[config.mk]
export PLATFORM = sky130hd
export DESIGN_NAME = la_lane_mux_capture
export DESIGN_NICKNAME = d
export VERILOG_FILES = /design/src/rtl/la_ctrl_pkg.sv /design/src/rtl/la_capture_buf.sv /design/src/rtl/la_lane_mux_capture.sv
export SDC_FILE = /design/constraint.sdc
export NUM_CORES = 1
export LEC_CHECK = 0
export ABC_AREA = 1
export BUFFER_PORTS_ARGS = -buffer_cell sky130_fd_sc_hd__buf_2
export CAP_MARGIN = 40
export CORE_AREA = 2 2 737 739
export DETAILED_ROUTE_END_ITERATION = 8
export DIE_AREA = 0 0 739 741
export PLACE_DENSITY = 0.3
export SYNTH_ARGS = -nofsm -noshare
export SYNTH_HDL_FRONTEND = slang
export SYNTH_SLANG_ARGS = --single-unit
export TNS_END_PERCENT = 1
[constraint.sdc]
create_clock -name wb_clk_i -period 4.4 [get_ports wb_clk_i]
set_clock_uncertainty 0.1 [all_clocks]
set_input_delay 1.32 -clock wb_clk_i [delete_from_list [all_inputs] [get_ports wb_clk_i]]
set_output_delay 1.32 -clock wb_clk_i [all_outputs]
set_load 0.03 [all_outputs]
[src/rtl/la_ctrl_pkg.sv]
// Shared definitions for the LA lane router: register offsets, capture FSM encoding,
// CTRL bit positions and width helpers.
package la_ctrl_pkg;

  // Byte offsets, compared against {adr[7:2], 2'b00}
  localparam logic [7:0] ADR_CTRL   = 8'h40;
  localparam logic [7:0] ADR_TMASK  = 8'h44;
  localparam logic [7:0] ADR_TVAL   = 8'h48;
  localparam logic [7:0] ADR_STATUS = 8'h4C;
  localparam logic [7:0] ADR_DATA   = 8'h50;
  localparam logic [7:0] ADR_TS     = 8'h54;

  localparam int unsigned CTRL_ARM     = 0;
  localparam int unsigned CTRL_ABORT   = 1;
  localparam int unsigned CTRL_LANE_LO = 8;

  typedef logic [1:0] cap_state_t;
  localparam cap_state_t ST_IDLE  = 2'd0;
  localparam cap_state_t ST_ARMED = 2'd1;
  localparam cap_state_t ST_CAPT  = 2'd2;
  localparam cap_state_t ST_DONE  = 2'd3;

  function automatic int unsigned lane_w(input int unsigned la_width, input int unsigned lanes);
    return la_width / lanes;
  endfunction

  function automatic int unsigned sel_w(input int unsigned num_teams);
    return $clog2(num_teams + 1);
  endfunction

  function automatic logic [31:0] be_merge(input logic [31:0] old_v, input logic [31:0] new_v,
                                           input logic [3:0] sel);
    logic [31:0] r;
    for (int unsigned b = 0; b < 4; b++)
      r[8*b +: 8] = sel[b] ? new_v[8*b +: 8] : old_v[8*b +: 8];
    return r;
  endfunction

endpackage

[src/rtl/la_capture_buf.sv]
// DEPTH x W capture register file: linear write count that saturates at DEPTH,
// read pointer that wraps modulo DEPTH.
module la_capture_buf #(
  parameter int unsigned DEPTH = 16,
  parameter int unsigned W     = 32
) (
  input  logic                       clk,
  input  logic                       rst,
  input  logic                       clr,
  input  logic                       wr_en,
  input  logic [W-1:0]               wr_data,
  input  logic                       rd_en,
  output logic [W-1:0]               rd_data,
  output logic [$clog2(DEPTH):0]     wr_cnt,
  output logic [$clog2(DEPTH)-1:0]   rd_ptr
);
  localparam int unsigned AW = $clog2(DEPTH);

  logic [W-1:0] mem [DEPTH];
  logic         wr_ok;

  // A full buffer never wraps, so earlier samples are not overwritten
  assign wr_ok = wr_en && (wr_cnt < (AW+1)'(DEPTH));

  always_ff @(posedge clk) begin
    if (wr_ok) mem[wr_cnt[AW-1:0]] <= wr_data;
  end

  always_ff @(posedge clk) begin
    if (rst || clr) begin
      wr_cnt <= '0;
      rd_ptr <= '0;
    end else begin
      if (wr_ok) wr_cnt <= wr_cnt + 1'b1;
      if (rd_en) rd_ptr <= rd_ptr + 1'b1;
    end
  end

  assign rd_data = mem[rd_ptr];

endmodule

[src/rtl/la_lane_mux_capture.sv]
// Wishbone-controlled per-lane LA router with a triggered capture engine.
// Optional macro LA_CAP_TIMESTAMP_EN adds a free-running trigger timestamp (TS register).
module la_lane_mux_capture
  import la_ctrl_pkg::*;
#(
  parameter int unsigned NUM_TEAMS = 12,
  parameter int unsigned LA_WIDTH  = 128,
  parameter int unsigned LANES     = 4,
  parameter int unsigned DEPTH     = 16
) (
  input  logic                                wb_clk_i,
  input  logic                                wb_rst_i,
  input  logic                                wbs_stb_i,
  input  logic                                wbs_cyc_i,
  input  logic                                wbs_we_i,
  input  logic [3:0]                          wbs_sel_i,
  input  logic [31:0]                         wbs_dat_i,
  input  logic [31:0]                         wbs_adr_i,
  output logic                                wbs_ack_o,
  output logic [31:0]                         wbs_dat_o,
  input  logic [LA_WIDTH*(NUM_TEAMS+1)-1:0]   designs_la_data_out_flat,
  output logic [LA_WIDTH-1:0]                 la_data_out,
  output logic                                irq_o
);
  localparam int unsigned LANE_W = lane_w(LA_WIDTH, LANES);
  localparam int unsigned SEL_W  = sel_w(NUM_TEAMS);
  localparam int unsigned AW     = $clog2(DEPTH);

  logic [SEL_W-1:0]  lsel [LANES];
  logic [LANE_W-1:0] lane_nxt [LANES];
  logic [LANE_W-1:0] tmask, tval, sample, buf_rd_data;
  logic [1:0]        cap_lane;
  cap_state_t        state;
  logic              req, wr_op, rd_op, ctrl_wr, arm, abort, trig;
  logic              buf_wr, buf_rd;
  logic [7:0]        word_adr;
  logic [31:0]       rdata, ts_rd;
  logic [AW:0]       wr_cnt;
  logic [AW-1:0]     rd_ptr;
  logic              unused_adr;

  assign unused_adr = ^{wbs_adr_i[31:8], wbs_adr_i[1:0]};

  assign req      = wbs_stb_i & wbs_cyc_i & ~wbs_ack_o;
  assign wr_op    = req & wbs_we_i;
  assign rd_op    = req & ~wbs_we_i;
  assign word_adr = {wbs_adr_i[7:2], 2'b00};
  assign ctrl_wr  = wr_op && (word_adr == ADR_CTRL);
  assign abort    = ctrl_wr && wbs_sel_i[0] && wbs_dat_i[CTRL_ABORT];
  assign arm      = ctrl_wr && wbs_sel_i[0] && wbs_dat_i[CTRL_ARM] && !abort;
  assign buf_rd   = rd_op && (word_adr == ADR_DATA);

  // Sources past NUM_TEAMS match no comparison and leave the lane at zero
  always_comb begin
    for (int unsigned n = 0; n < LANES; n++) begin
      lane_nxt[n] = '0;
      for (int unsigned d = 0; d <= NUM_TEAMS; d++)
        if (lsel[n] == SEL_W'(d))
          lane_nxt[n] = designs_la_data_out_flat[LA_WIDTH*d + LANE_W*n +: LANE_W];
    end
  end

  always_ff @(posedge wb_clk_i) begin
    if (wb_rst_i) la_data_out <= '0;
    else for (int unsigned n = 0; n < LANES; n++) la_data_out[LANE_W*n +: LANE_W] <= lane_nxt[n];
  end

  always_comb begin
    sample = '0;
    for (int unsigned n = 0; n < LANES; n++)
      if (32'(cap_lane) == n) sample = la_data_out[LANE_W*n +: LANE_W];
  end

  assign trig   = ((sample ^ tval) & tmask) == '0;
  assign buf_wr = !arm && !abort && (((state == ST_ARMED) && trig) || (state == ST_CAPT));

  always_comb begin
    rdata = '0;
    for (int unsigned n = 0; n < LANES; n++)
      if (wbs_adr_i[7:2] == 6'(n)) rdata = 32'(lsel[n]);
    case (word_adr)
      ADR_TMASK:  rdata = 32'(tmask);
      ADR_TVAL:   rdata = 32'(tval);
      ADR_STATUS: rdata = {8'(cap_lane), 8'(rd_ptr), 8'(wr_cnt), 6'd0, state};
      ADR_DATA:   rdata = 32'(buf_rd_data);
      ADR_TS:     rdata = ts_rd;
      default:    ;
    endcase
  end

  always_ff @(posedge wb_clk_i) begin
    if (wb_rst_i) begin
      wbs_ack_o <= 1'b0;
      wbs_dat_o <= '0;
      tmask     <= '0;
      tval      <= '0;
      cap_lane  <= '0;
      for (int unsigned n = 0; n < LANES; n++) lsel[n] <= '0;
    end else begin
      wbs_ack_o <= req;
      wbs_dat_o <= rd_op ? rdata : '0;
      if (wr_op) begin
        for (int unsigned n = 0; n < LANES; n++)
          if (wbs_adr_i[7:2] == 6'(n))
            lsel[n] <= SEL_W'(be_merge(32'(lsel[n]), wbs_dat_i, wbs_sel_i));
        if (word_adr == ADR_TMASK) tmask <= LANE_W'(be_merge(32'(tmask), wbs_dat_i, wbs_sel_i));
        if (word_adr == ADR_TVAL)  tval  <= LANE_W'(be_merge(32'(tval), wbs_dat_i, wbs_sel_i));
        if (ctrl_wr && wbs_sel_i[1]) cap_lane <= wbs_dat_i[CTRL_LANE_LO +: 2];
      end
    end
  end

  always_ff @(posedge wb_clk_i) begin
    if (wb_rst_i) begin
      state <= ST_IDLE;
      irq_o <= 1'b0;
    end else if (abort) begin
      state <= ST_IDLE;
      irq_o <= 1'b0;
    end else if (arm) begin
      state <= ST_ARMED;
      irq_o <= 1'b0;
    end else begin
      case (state)
        ST_ARMED: if (trig) state <= ST_CAPT;
        ST_CAPT: if (wr_cnt == (AW+1)'(DEPTH-1)) begin
          state <= ST_DONE;
          irq_o <= 1'b1;
        end
        default: ;
      endcase
    end
  end

  la_capture_buf #(.DEPTH(DEPTH), .W(LANE_W)) u_buf (
    .clk     (wb_clk_i),
    .rst     (wb_rst_i),
    .clr     (arm),
    .wr_en   (buf_wr),
    .wr_data (sample),
    .rd_en   (buf_rd),
    .rd_data (buf_rd_data),
    .wr_cnt  (wr_cnt),
    .rd_ptr  (rd_ptr)
  );

`ifdef LA_CAP_TIMESTAMP_EN
  logic [31:0] ts_cnt, ts_lat;

  always_ff @(posedge wb_clk_i) begin
    if (wb_rst_i) begin
      ts_cnt <= '0;
      ts_lat <= '0;
    end else begin
      ts_cnt <= ts_cnt + 1'b1;
      if (arm) ts_lat <= '0;
      else if (!abort && (state == ST_ARMED) && trig) ts_lat <= ts_cnt;
    end
  end

  assign ts_rd = ts_lat;
`else
  assign ts_rd = '0;
`endif

endmodule

==> summary by stage <==
Setup path
The master of the slowest instance on the critical path is sky130_fd_sc_hd__dfxtp_1. The worst setup path category is flip-flop to flip-flop. The required time reported for the critical path endpoint is 4790 ps. Among the stages of the critical path, the cell type that occurs most often is sky130_fd_sc_hd__nand2_1. The critical path's top delay family is simple AND/OR/NAND/NOR gates. The buffers plus inverters on the worst setup path is 4.

Traced cell by cell, the critical path runs through inv_1, nand2_1, nand3_1, nand2_1, nand2_1, nand3_1, nand2_1, nor2_1, nand2_1, nor2_1, nand3_1, nand2_2, nand3_4, clkinv_2, nand2_2, nor2_2, buf_4, buf_4. Along the worst path, the maximum fanout reaches 6. The arrival time at the worst endpoint is 4350 ps. In this design, the stage delay of the slowest critical-path cell is 910 ps. STA classifies the critical path endpoint as a flip-flop.

The worst setup path is launched from a flip-flop.

Route
For this run, design rule violations remaining after detail routing come to 0. In this run, the number of DRC markers left after iteration 0 of detailed routing was 5,142. The number of vias after detailed routing is 51,840. The detailed-route wire length per cell is 33.83 um. Using the TritonRoute via totals, the vias-per-cell ratio works out to 3.512. The remaining number of nets flagged by the antenna check after routing is 0. The routed wire length is 499,300 um.

The first detailed-routing pass ran for 7 iterations.

Synthesis
The leading area contributor after synthesis is sky130_fd_sc_hd__edfxtp_1. The Yosys step of the flow raised 0 warnings. For this run, the register share of the synthesized area comes to 0.4973. The total nets after synthesis is 6,928. The synthesized netlist contains 42 unique library cells.

After synthesis the cells add up to 41,670 um2. The fraction of post-synthesis cell area in the top cell type by area is 0.3805. Yosys attributes the largest share of cell area to sky130_fd_sc_hd__edfxtp_1 38%, sky130_fd_sc_hd__dfxtp_1 12%, sky130_fd_sc_hd__nand2_1 11%.

The number of synthesized register bits is 771. The average instance area after synthesis is 8.036 um2. In the synthesized netlist, the number of instances is 5,185. In the synthesized netlist the dominant register cell turns out to be sky130_fd_sc_hd__edfxtp_1. In the synthesized netlist the async set-or-reset flop fraction comes to 0. Yosys mapped a number of flops with a built-in enable equal to 528.

Placed design
The number of placed instances with taps included is 14,390. Input and output buffers added on the ports amount to 1,872. The congestion estimate from routability-driven global placement came to 0.9780. The cell area reported after detailed placement is 63,560 um2.

The placed wire-length estimate after detailed placement is 433,800 um.

Clocking
The insertion delay to the later sink of the worst-skew pair is 900 ps. The H-tree was split into 3 levels. The deepest clock path buffer count is 4. TritonCTS built the clock tree. The clock sink total is 771. The clock transition at the registers of the reported paths is 60 ps. The number of post-CTS setup repair buffers is 0. The root buffer selected by CTS is sky130_fd_sc_hd__clkbuf_16. The number of gates given a new drive strength after cts is 0.

After clock tree synthesis, the flow added hold-fix buffers numbering 0. The number of buffers created by CTS is 115.

STA
At the pin with the least slew margin, the transition time is 1180 ps. For this run, the top clock speed supported by timing is 0.2524 GHz. Dividing the final minimum period by the clock period gives 0.9004. For the final routed database, the setup TNS stands at 0 ps.

Setup repair after global routing left no endpoint under its margin. The number of hold-slack violations in the final timing report is 0. Setup violations remaining at the end of the flow were counted as 0. The final count of pins violating max slew is 0.

The worst relative slew slack is 0.2053. The final critical path time including I/O delays and setup is 3962 ps.

Floorplan
The I/O pin total is 1,899. The die span in y is 741 um. In this run the horizontal extent of the chip is 739 um. In this run the standard cell core region covers 539,500 um2. For this configuration, the core starts out at a cell density of 0.07723. The floorplan step defined a die boundary enclosing 547,600 um2. The number of placement rows is 270.

Final layout
The most common cell after layout, fill and taps aside is sky130_fd_sc_hd__buf_2. The final cell count without fillers is 14,760. Of the cells placed in the final design, the portion with a size suffix greater than 1 is 0.3538. Leaving out fill and tap cells, the most frequent cells in the layout are 1,892 x sky130_fd_sc_hd__buf_2, 1,220 x sky130_fd_sc_hd__nand2_1, 567 x sky130_fd_sc_hd__o21ai_0, 528 x sky130_fd_sc_hd__edfxtp_1, 481 x sky130_fd_sc_hd__nand3_1.

For this run, the post-layout net count is 9,047. The area growth from synthesis to layout is 62.46%. The post-layout instance area is 67,690 um2. Measured on the finished design, the core utilization comes to 0.1255.

Run status
The flow ran to the end, and the final reports show no timing, DRC or antenna violations.

Power
The leakage component of the power is 26.24 nW. The power density over cell area is 321.7 nW/um2. The maximum vdd drop is 325.5 uV.

Global route
The overall fraction of global-route tracks in use is 0.1743. The number of antenna violations at the first check in global routing is 357. The global-route wire length before repair is 608,100 um. The via count of the first global-routing pass is 50,230. Summed over all layers, the global routing overflow is 0.

The largest net degree at the start of global routing is 84.

Worst hold path
The type of the most critical hold path is flip-flop to flip-flop.

Run
The number of max-capacitance violations reported is 0.
metal layers:
layer	wire (um)	track usage	up-vias
met5	666	0	-
met4	16490	0.04561	108
met3	36360	0.03981	677
met2	217400	0.2717	2791
met1	228400	0.2405	25570
li1	-	-	22690
cell usage after synthesis, drive strengths merged (81+ instances only):
library cell,n
nand3,482
edfxtp,528
nor2,328
dfxtp,243
o211ai,81
a21oi,447
inv,346
mux2i,123
o21ai,568
clkbuf,285
nand4,254
nand2,1226
registers in the layout, indices dropped and copies added, names as in the netlist, 4 cells and up, named ones only:
signal	cells
la_data_out	128
lsel	16
tmask	32
tval	32
u_buf.mem	512
u_buf.rd_ptr	4
u_buf.wr_cnt	5
wbs_dat_o	32
worst paths after layout:
| path | startpoint | slack (ps) | cells past startpoint | endpoint |
|---|---|---|---|---|
| max reg2reg | la_data_out[87] | 440 | 18 | u_buf.mem[10][12] |
| min reg2reg | tval[23] | 400 | 2 | tval[23] |
| max | la_data_out[87] | 440 | 18 | u_buf.mem[10][12] |
| min | tval[23] | 400 | 2 | tval[23] |
worst register-to-register path, delay by kind of cell (launching register included):
family,cells,cell delay [ps]
buffers and inverters,4,630
flip-flops,1,910
AND/OR/NAND/NOR,14,1980
power by group:
| part | switching, mW | leakage [nW] | internal (mW) |
|---|---|---|---|
| Sequential | 0.373 | 6.84 | 7.90 |
| Clock | 4.03 | 1.82 | 5.52 |
| Combinational | 2.73 | 17.6 | 1.22 |
| Total | 7.13 | 26.2 | 14.6 |
cell type report:
cell class              count  area (um2)
fillers                 62870      471800
flip-flops and latches    771       20730
multi-input cells        3722       18690
repair buffers           2344       13820
well taps                7208        9019
clock buffers             144        3080
inverters                 350        1325
clock inverters            62       635.6
diodes                    158       395.4
logic make-up (layout without fill, tap and decap cells):
kind of cell | after synthesis | in the layout | share of synthesized area
adders and majority gates | 6 | 6 | 0.001802
xor gates and xnor gates | 2 | 2 | 0.0004205
and+or+nand+nor | 2333 | 2333 | 0.2434
AOI/OAI and AO/OA | 1258 | 1258 | 0.1645
buffers and inverters | 692 | 2900 | 0.06306
muxes | 123 | 123 | 0.02955
DFF | 771 | 771 | 0.4973
other | 0 | 158 | 0
per-stage QoR:
stage          worst slack [ps]  hold slack (ps)  power (mW)
4_1_cts                   350.9            393.9       22.32
5_1_grt                   305.6            422.9       22.61
3_5_place_dp              175.7            384.2       12.46
3_3_place_gp              83.91            382.3       12.44
6_report                  438.2            396.4       21.77
2_1_floorplan             166.9            356.1       9.046
Note: power is estimated with default switching activity, not from simulation.
